===== src/rtl/piso_tx_ctrl.sv =====
// Serial-transmit controller: accepts parallel words over valid/ready and shifts them out
// MSB-first on each sclk_en tick, framed with sof/eof and separated by a programmable idle gap.
module piso_tx_ctrl #(
  parameter int unsigned N        = 8,
  parameter int unsigned GAP      = 1,
  parameter logic        IDLE_LVL = 1'b0
) (
  input  logic         clk,
  input  logic         rst,
  input  logic [N-1:0] in_data,
  input  logic         in_valid,
  output logic         in_ready,
  input  logic         sclk_en,
  output logic         sdo,
  output logic         sdo_valid,
  output logic         sof,
  output logic         eof,
  output logic         busy
);

  localparam int unsigned CW       = $clog2(N);
  localparam int unsigned GW       = ($clog2(GAP + 1) > 1) ? $clog2(GAP + 1) : 1;
  localparam int unsigned GAP_LOAD = (GAP > 0) ? GAP - 1 : 0;
  localparam logic [CW-1:0] LAST_BIT = CW'(N - 1);
  localparam logic [GW-1:0] GAP_INIT = GW'(GAP_LOAD);

  typedef enum logic [1:0] {
    S_IDLE  = 2'd0,
    S_SHIFT = 2'd1,
    S_GAP   = 2'd2
  } state_e;

  state_e        state_q, state_d;
  logic [N-1:0]  shreg_q, shreg_d;
  logic [CW-1:0] bitcnt_q, bitcnt_d;
  logic [GW-1:0] gapcnt_q, gapcnt_d;
  // Holds in_ready low until the first edge after reset release.
  logic          init_q, init_d;

  always_ff @(posedge clk or negedge rst) begin
    if (!rst) begin
      state_q  <= S_IDLE;
      shreg_q  <= '0;
      bitcnt_q <= '0;
      gapcnt_q <= '0;
      init_q   <= 1'b0;
    end else begin
      state_q  <= state_d;
      shreg_q  <= shreg_d;
      bitcnt_q <= bitcnt_d;
      gapcnt_q <= gapcnt_d;
      init_q   <= init_d;
    end
  end

  // Outputs decode only flopped state, except the GAP==0 word-boundary ready which follows sclk_en.
  always_comb begin
    state_d   = state_q;
    shreg_d   = shreg_q;
    bitcnt_d  = bitcnt_q;
    gapcnt_d  = gapcnt_q;
    init_d    = 1'b1;
    in_ready  = 1'b0;
    sdo       = IDLE_LVL;
    sdo_valid = 1'b0;
    sof       = 1'b0;
    eof       = 1'b0;
    busy      = (state_q != S_IDLE);

    case (state_q)
      S_IDLE: begin
        in_ready = init_q;
        if (in_valid && init_q) begin
          shreg_d  = in_data;
          bitcnt_d = LAST_BIT;
          state_d  = S_SHIFT;
        end
      end

      S_SHIFT: begin
        sdo       = shreg_q[N-1];
        sdo_valid = 1'b1;
        sof       = (bitcnt_q == LAST_BIT);
        eof       = (bitcnt_q == '0);
        if ((GAP == 0) && (bitcnt_q == '0)) begin
          in_ready = sclk_en;
        end
        if (sclk_en) begin
          if (bitcnt_q != '0) begin
            shreg_d  = {shreg_q[N-2:0], 1'b0};
            bitcnt_d = bitcnt_q - CW'(1);
          end else if (GAP > 0) begin
            gapcnt_d = GAP_INIT;
            state_d  = S_GAP;
          end else if (in_valid) begin
            // Back-to-back streaming: next word replaces the finished one with no bubble.
            shreg_d  = in_data;
            bitcnt_d = LAST_BIT;
          end else begin
            state_d = S_IDLE;
          end
        end
      end

      S_GAP: begin
        if (sclk_en) begin
          if (gapcnt_q == '0) begin
            state_d = S_IDLE;
          end else begin
            gapcnt_d = gapcnt_q - GW'(1);
          end
        end
      end

      default: begin
        state_d = S_IDLE;
      end
    endcase
  end

endmodule


===== config.mk =====
export PLATFORM = sky130hd
export DESIGN_NAME = piso_tx_ctrl
export DESIGN_NICKNAME = d
export VERILOG_FILES = /design/src/rtl/piso_tx_ctrl.sv
export SDC_FILE = /design/constraint.sdc
export NUM_CORES = 1
export LEC_CHECK = 0
export ABC_AREA = 1
export CAP_MARGIN = 0
export CORE_ASPECT_RATIO = 1.2
export CORE_MARGIN = 4
export CORE_UTILIZATION = 44
export DETAILED_ROUTE_END_ITERATION = 16
export PLACE_DENSITY = 0.74
export SLEW_MARGIN = 20
export SYNTH_ARGS = -nofsm -noshare
export SYNTH_HDL_FRONTEND = slang
export SYNTH_SLANG_ARGS = --single-unit

===== constraint.sdc =====
create_clock -name clk -period 1.3 [get_ports clk]
set_clock_uncertainty 0.1 [all_clocks]
set_input_delay 0.13 -clock clk [delete_from_list [all_inputs] [get_ports clk]]
set_output_delay 0.13 -clock clk [all_outputs]
set_load 0.1 [all_outputs]

==> flow_summary.yaml, run 1 <==
route:
  ant_nets: 0
  wl_per_cell_um: 14.10
  viasPerCell: 5.030
  routed_wl_um: 2354
  drc: 0
  firstDrtPassIters: 4
  drtIter0Drc: 19
  via_count: 840
die:
  initial_core_util: 0.4838
  rows: 16
  die_x_um: 47.49
  io_pins: 18
  dieArea_mm2: 0.002630
  die_y_um: 55.39
  coreArea_mm2: 0.001702
place:
  place.gp.congestion: 0.7855
  io_buffers: 17
  placed_cell_area_mm2: 0.001196
  dp_hpwl_um: 1392
global_routing:
  track_usage: 0.1917
  top_usage_layer: "met2"
  antenna_found_initial: 0
  use_met1: 0.2004
  gr-total-overflow: 0
  grtUsageMet3: 0.03571
  grt_max_degree: 15
  grt_pass1_vias: 842
  grt_first_pass_wirelength_um: 3636
  grtUsageMet2: 0.3257
timing:
  hold_viol: 0
  setup_violations: 18
  fin_crit_sh: 1.214
  timing.final.ws_setup_ns: -0.2776
  drv_slew: 0
  grt_setup_unrepaired: "yes"
  clock.fmax_mhz: 633.9
  min_period_ns: 1.578
synth:
  syn_nets: 125
  synth_seq_cells: 14
  synth_area_um2: 823.3
  ys_seq_area_frac: 0.4255
  syn_area_per_cell_um2: 7.484
  yosys_warnings: 0
  synthCells: 110
  yosysUniqueCellTypes: 17
worst_setup_path:
  arrival_ns: 1.35
  worstPathRequired_ns: 1.07
  reg2reg_depth: 8
  crit_path_start_kind: "flip-flop"
  worstSetupPathType: "flip-flop to output port"
  endpoint_kind: "output port"
  r2r_slack_ns: -0.15
  worstReg2RegEnd: "shreg_q[0]"
  reg2reg_from: "bitcnt_q[0]"
  cp_max_fo: 3
clocking:
  clockBufferDepth: 2
  cts_root_buf: "clkbuf_4"
  clkSinkCount: 14
  cts_made_buffers: 3
  insertion_delay_ns: 0.29
  cts.clk_slew.worst_paths_ns: 0.09
  htreeDepth: 1
  cts_tree: "done"
job:
  max_cap_viol_count: 0
layout:
  final_core_util: 0.8368
  stdcell_area_mm2: 0.001424
  syn_to_final_growth_pct: 72.95
  antenna_cells: 0
  drive_gt1_frac: 0.4430
  final_nets: 165
worst_hold_path:
  hold_path_class: "input port to async pin"
status:
  status: "finished with violations"
  violations: "setup timing"
worst max-delay path: stages (launching register included):
cell and delay [ns]:
dfrtp_2 0.45, nor2_1 0.22, inv_2 0.10, nor2_4 0.11
buf_12 0.18
per-layer routing:
metal,share of wire,up-vias
li1,-,418
met1,0.36,394
met2,0.58,23
met3,0.040,5
met4,0.017,0
met5,0,-
per-stage QoR:
stage                     TNS (ns)  instances  hold slack, ns  setup slack [ns]
after global routing        -3.732        167         0.07026           -0.3357
final                       -2.649        167         0.04983           -0.2776
after detailed placement    -1.401        156          0.3668           -0.1382
after floorplan             -1.060        110         -0.2656           -0.5403
after CTS                   -1.426        165         0.06404           -0.2202
after global placement      -1.255        156          0.3598           -0.1169
sequential cells by signal (all words and copies together) (netlist names):
| register | flops |
|---|---|
| bitcnt_q | 3 |
| init_q | 1 |
| shreg_q | 8 |
| state_q | 2 |
repair_timing:
| item | in CTS | in global routing |
|---|---|---|
| pin swaps | 4 | 22 |
| endpoints found under the setup margin | 18 | 19 |
| setup buffers | 5 | 2 |
| hold buffers | 0 | 0 |
| gates cloned | 1 | 0 |
| gates resized for setup | 15 | 22 |
cell usage in the layout (no fill, tap or decap):
| master | netlist | final |
|---|---|---|
| o21ai_1 | 9 | 5 |
| dfrtp_1 | 14 | 12 |
| inv_4 | 0 | 1 |
| inv_6 | 0 | 1 |
| nand4_1 | 1 | 1 |
| nand2_2 | 2 | 4 |
| buf_6 | 3 | 7 |
| nor2_4 | 2 | 6 |
| inv_2 | 3 | 5 |
| nand3_1 | 1 | 1 |
| clkinvlp_4 | 0 | 1 |
| clkbuf_4 | 0 | 3 |
| clkbuf_8 | 0 | 1 |
| nor2_1 | 5 | 2 |
| conb_1 | 1 | 1 |
| buf_12 | 0 | 6 |
| clkdlybuf4s50_1 | 0 | 11 |
| o21ai_2 | 0 | 7 |
| nand2_8 | 0 | 2 |
| nand2_1 | 49 | 45 |
| inv_1 | 9 | 4 |
| xnor2_2 | 0 | 1 |
| ha_4 | 0 | 2 |
| dfrtp_2 | 0 | 2 |
| ha_1 | 3 | 1 |
| buf_4 | 0 | 14 |
| nand3_4 | 0 | 3 |
final cells by class:
| type | count | area, um2 |
|---|---|---|
| inverter | 12 | 56.30 |
| clock buffer | 4 | 36.28 |
| timing repair buffer | 38 | 414.1 |
| sequential | 14 | 352.8 |
| tap | 18 | 22.52 |
| multi-input combinational | 81 | 541.8 |
| fill | 79 | 277.8 |
cell families after synthesis:
| group | Yosys count | synth area share |
|---|---|---|
| AO/OA/AOI/OAI | 12 | 0.07294 |
| XOR/XNOR | 1 | 0.01064 |
| adder cells (fa/ha/maj) | 3 | 0.04560 |
| buffers and inverters | 16 | 0.1018 |
| flip-flops | 14 | 0.4255 |
| other | 1 | 0.004555 |
| AND/OR/NAND/NOR | 63 | 0.3389 |
synth_stat cells, drive strengths merged:
cell type,instances,area [um2]
nand4,1,6.260
dfrtp,14,350.3
conb,1,3.750
ha,3,37.54
nor2,7,41.29
buf,4,38.78
xnor2,1,8.760
nand2,51,196.4
inv,12,45.04
nand3,4,35.03
o21ai,12,60.05
how the worst max path moves through the flow:
stage	start	end	slack [ns]	depth (start not counted)
floorplan	state_q[1]	in_ready	-0.54	3
global placement	sclk_en	shreg_q[4]	-0.12	7
detailed placement	sclk_en	shreg_q[1]	-0.14	7
CTS	state_q[0]	sof	-0.22	5
global route	state_q[1]	in_ready	-0.34	4
finish	state_q[1]	in_ready	-0.28	4
Power of run 1 is not shown: default switching activity piles up to over one toggle a cycle in this logic, so the estimate is an artifact.
==> inputs of run 2 (changes only) <==
==> constraint.sdc (replaced) <==
create_clock -name clk -period 1.3 [get_ports clk]
set_clock_uncertainty 0.1 [all_clocks]
set_input_delay 0.13 -clock clk [delete_from_list [all_inputs] [get_ports clk]]
set_output_delay 0.13 -clock clk [all_outputs]
set_load 0.005 [all_outputs]
==> flow_summary.yaml, run 2 (same netlist as run 1, synthesis figures left out) <==
place:
  dp_hpwl_um: 1363
  place.gp.congestion: 0.7860
  io_buffers: 17
layout:
  largest_reg_flops: 8
  syn_to_final_growth_pct: 63.83
  final_nets: 167
  final_common_cell: "nand2_1"
  regMostFlops: "shreg_q"
  final_core_util: 0.7926
  drive_gt1_frac: 0.4106
  antenna_cells: 0
  reg_top3: "shreg_q (8), bitcnt_q (3), state_q (2)"
  final_cell_mix: "47 x nand2_1, 14 x dfrtp_1, 13 x buf_4"
die:
  rows: 16
  coreArea_mm2: 0.001702
  die_x_um: 47.49
  die_y_um: 55.39
  initial_core_util: 0.4838
  dieArea_mm2: 0.002630
  io_pins: 18
worst_setup_path:
  r2r_slack_ns: -0.12
  cp_max_fo: 3
  crit_start: "state_q[0]"
  crit_path_start_kind: "flip-flop"
  crit_end: "sof"
  reg2reg_depth: 8
  worstSetupPathType: "flip-flop to output port"
  worstReg2RegEnd: "bitcnt_q[1]"
  arrival_ns: 1.23
  endpoint_kind: "output port"
  reg2reg_from: "bitcnt_q[0]"
  worstPathRequired_ns: 1.07
global_routing:
  grt_pass1_vias: 823
  grt_max_degree: 15
  antenna_found_initial: 0
  grt_first_pass_wirelength_um: 3622
  gr-total-overflow: 0
  track_usage: 0.1836
timing:
  drv_slew: 0
  timing.final.ws_setup_ns: -0.1579
  grt_setup_unrepaired: "yes"
  min_period_ns: 1.458
  setup_violations: 16
  hold_viol: 0
  clock.fmax_mhz: 685.9
  setup-tns-final_ns: -1.660
  fin_crit_sh: 1.121
power_and_ir_drop:
  p_per_area_mw_per_mm2: 2589
  switching_share: 0.4367
  p_seq_frac: 0.222
  power.share.clock: 0.092
  internal_power_mw: 1.967
  power_frac_comb: 0.686
  power.net_switching_mw: 1.525
  p_leak_nw: 0.6963
  ir_drop_uv: 1419
clocking:
  insertion_delay_ns: 0.29
  cts_tree: "done"
  clockBufferDepth: 2
  cts_root_buf: "clkbuf_4"
  htreeDepth: 1
  cts.clk_slew.worst_paths_ns: 0.09
  clkSinkCount: 14
  cts_made_buffers: 3
status:
  violations: "setup timing"
  status: "finished with violations"
route:
  routed_wl_um: 2155
  via_count: 859
  firstDrtPassIters: 4
  ant_nets: 0
  drc: 0
  viasPerCell: 5.083
  wl_per_cell_um: 12.75
  drtIter0Drc: 20
worst_hold_path:
  hold_path_class: "input port to async pin"
job:
  max_cap_viol_count: 0
[run 2: worst min path at each step]
stage / startpoint / end / slack, ns / cells after the start
4_1_cts: rst / state_q[0] / 0.05 / 2
6_report: rst / shreg_q[6] / 0.05 / 2
3_5_place_dp: rst / bitcnt_q[0] / 0.37 / 2
5_1_grt: rst / bitcnt_q[0] / 0.06 / 2
3_3_place_gp: rst / bitcnt_q[0] / 0.36 / 2
2_1_floorplan: rst / bitcnt_q[0] / -0.27 / 0
[run 2: final cells by class]
cell class,count,area (um2)
clock buffer,4,36.28
sequential,14,350.3
fill,118,352.8
inverter,12,55.05
tap,18,22.52
multi-input combinational,81,510.5
timing repair buffer,40,374.1
[run 2: repair_timing]
item / in CTS / in global routing
endpoints found under the setup margin: 17 / 19
pin swaps: 20 / 8
gates resized for setup: 52 / 14
setup buffers: 7 / 1
hold buffers: 0 / 0
gates cloned: 1 / 0
[run 2: stage by stage]
stage                     cells  setup WS, ns  power (mW)  cell area [um2]  hold slack, ns
after global routing        169       -0.2097       3.761             1349         0.06285
final                       169       -0.1579       3.492             1349         0.04641
after global placement      158       -0.1857       2.476             1132          0.3601
after floorplan             110     0.0001097       1.801            828.3         -0.2656
after detailed placement    158       -0.2097       2.527             1132          0.3688
after CTS                   170       -0.1388       3.358             1313         0.05299
[run 2: critical path: stages (launching register included)]
cell	delay, ns
dfrtp_1	0.40
inv_2	0.07
nor2_4	0.11
buf_6	0.13
inv_6	0.04
nor2_4	0.09
buf_2	0.11
[run 2: power by group through the flow]
| stage | Clock, mW | Sequential (mW) | Combinational [mW] |
|---|---|---|---|
| 3_3_place_gp | 0 | 0.745 | 1.73 |
| 5_1_grt | 0.343 | 0.798 | 2.62 |
| 2_1_floorplan | 0 | 0.739 | 1.06 |
| 6_report | 0.320 | 0.776 | 2.40 |
| 4_1_cts | 0.323 | 0.763 | 2.27 |
| 3_5_place_dp | 0 | 0.757 | 1.77 |
[run 2: per-layer routing]
layer,up-vias,track usage,routed length [um]
met3,6,0.02922,138
li1,420,-,-
met2,35,0.2931,1117
met4,0,0.05929,35
met5,-,0,0
met1,398,0.2424,865
Note: power is estimated with default switching activity, not from simulation.
==> inputs of run 3 (changes only) <==
--- a/config.mk
+++ b/config.mk
@@ -12,7 +12,9 @@
 export CORE_UTILIZATION = 44
 export DETAILED_ROUTE_END_ITERATION = 16
 export PLACE_DENSITY = 0.74
+export SKIP_CTS_REPAIR_TIMING = 1
 export SLEW_MARGIN = 20
 export SYNTH_ARGS = -nofsm -noshare
 export SYNTH_HDL_FRONTEND = slang
 export SYNTH_SLANG_ARGS = --single-unit
+export TNS_END_PERCENT = 50
==> flow_summary.yaml, run 3 (same netlist as run 1, synthesis figures left out) <==
power_and_ir_drop:
  power_mw: 3.209
  p_per_area_mw_per_mm2: 2507
  ir_drop_uv: 1319
  p_leak_nw: 0.6840
timing:
  setup_violations: 16
  timing.final.ws_setup_ns: -0.1522
  drv_slew: 0
  fin_crit_sh: 1.117
  hold_viol: 0
  setup-tns-final_ns: -1.257
  min_period_ns: 1.452
  clock.fmax_mhz: 688.6
  grt_setup_unrepaired: "yes"
place:
  placed_cell_area_mm2: 0.001132
  place.gp.congestion: 0.7860
  io_buffers: 17
  dp_hpwl_um: 1363
  dpl.cell_count: 158
global_routing:
  gr-total-overflow: 0
  track_usage: 0.1496
  grt_pass1_vias: 760
  grt_first_pass_wirelength_um: 3029
  antenna_found_initial: 0
  grt_max_degree: 15
die:
  io_pins: 18
  initial_core_util: 0.4838
  coreArea_mm2: 0.001702
  dieArea_mm2: 0.002630
  die_x_um: 47.49
  rows: 16
  die_y_um: 55.39
layout:
  regMostFlops: "shreg_q"
  reg_top3: "shreg_q (8), bitcnt_q (3), state_q (2)"
  antenna_cells: 0
  largest_reg_flops: 8
  stdcell_area_mm2: 0.001280
  final_nets: 166
  fillers: 135
  final_cell_mix: "49 x nand2_1, 15 x buf_4, 13 x dfrtp_1"
  final_common_cell: "nand2_1"
  seqCellArea_um2: 351.6
  drive_gt1_frac: 0.3533
  syn_to_final_growth_pct: 55.47
  multi_input_area_um2: 465.4
  final_cells: 168
worst_setup_path:
  arrival_ns: 1.22
  cp_max_fo: 3
  path_buf_inv: 4
  cpMaxStageDelayCell: "dfrtp_1"
  endpoint_kind: "output port"
  max_stage_delay_ns: 0.40
  worstPathRequired_ns: 1.07
  path_cells: "inv_2 -> nor2_4 -> buf_6 -> nand3_2 -> inv_1 -> clkbuf_2"
  crit_path_start_kind: "flip-flop"
  worstSetupPathType: "flip-flop to output port"
  critPathTopFamily: "flip-flops"
route:
  viasPerCell: 4.869
  drc: 0
  via_count: 818
  wl_per_cell_um: 12.30
  ant_nets: 0
  drtIter0Drc: 17
  routed_wl_um: 2067
  firstDrtPassIters: 4
clocking:
  cts.clk_slew.worst_paths_ns: 0.09
  cts_tree: "done"
  cts_made_buffers: 3
  cts_root_buf: "clkbuf_4"
  insertion_delay_ns: 0.28
  clockBufferDepth: 2
  clkSinkCount: 14
  htreeDepth: 1
job:
  max_cap_viol_count: 0
worst_hold_path:
  hold_path_class: "input port to async pin"
status:
  violations: "setup timing"
  status: "finished with violations"
[run 3: cell types whose count changed in the layout (fill, tap and decap cells not counted), moves of 3 or more]
cell,previous run,this run
nor2_2,1,4
o21ai_1,2,8
buf_6,9,5
o21ai_2,10,3
[run 3: worst paths after layout]
| path | startpoint | end | slack, ns | cells after the start |
|---|---|---|---|---|
| setup reg to reg | bitcnt_q[1] | bitcnt_q[1] | -0.11 | 7 |
| min in group clk | in_data[0] | shreg_q[0] | 0.37 | 5 |
| hold reg to reg | shreg_q[1] | shreg_q[1] | 0.39 | 2 |
| hold / removal | rst | shreg_q[6] | 0.05 | 2 |
| max in group asynchronous | rst | state_q[1] | 0.86 | 2 |
| setup / recovery | state_q[0] | eof | -0.15 | 6 |
[run 3: worst reg2reg max path, stage by stage (launching register included)]
cell and delay, ns:
dfrtp_1 0.41, inv_2 0.07, ha_4 0.16, nand3_2 0.10, nand2_4 0.10, buf_6 0.14
o21ai_1 0.15, nand2_1 0.07
[run 3: final cells by class]
type                    count  area share
inverters                  12     0.03715
well taps                  18     0.01760
multi-input cells          81      0.3636
repair buffers             39      0.2786
clock buffers               4     0.02835
flip-flops and latches     14      0.2747
[run 3: power breakdown]
part | leakage [nW] | switching (mW) | internal (mW) | total [mW]
Combinational | 0.491 | 1.08 | 1.05 | 2.13
Sequential | 0.172 | 0.139 | 0.626 | 0.765
Clock | 0.0210 | 0.148 | 0.170 | 0.318
Total | 0.684 | 1.37 | 1.84 | 3.21
[run 3: per-stage QoR]
step	hold slack, ns	utilization	worst slack, ns
6_report	0.05006	0.7522	-0.1522
3_3_place_gp	0.3601	0.6654	-0.1857
4_1_cts	0.05299	0.6868	-0.5217
3_5_place_dp	0.3688	0.6654	-0.2097
2_1_floorplan	-0.2656	-	0.0001097
5_1_grt	0.06308	0.7522	-0.2254
[run 3: per-layer routing]
layer	wire length, um	track usage	up-vias
met5	0	0	-
met4	38	0.06324	0
met3	87	0.02922	6
met2	1107	0.2356	21
met1	833	0.1899	375
li1	-	-	416
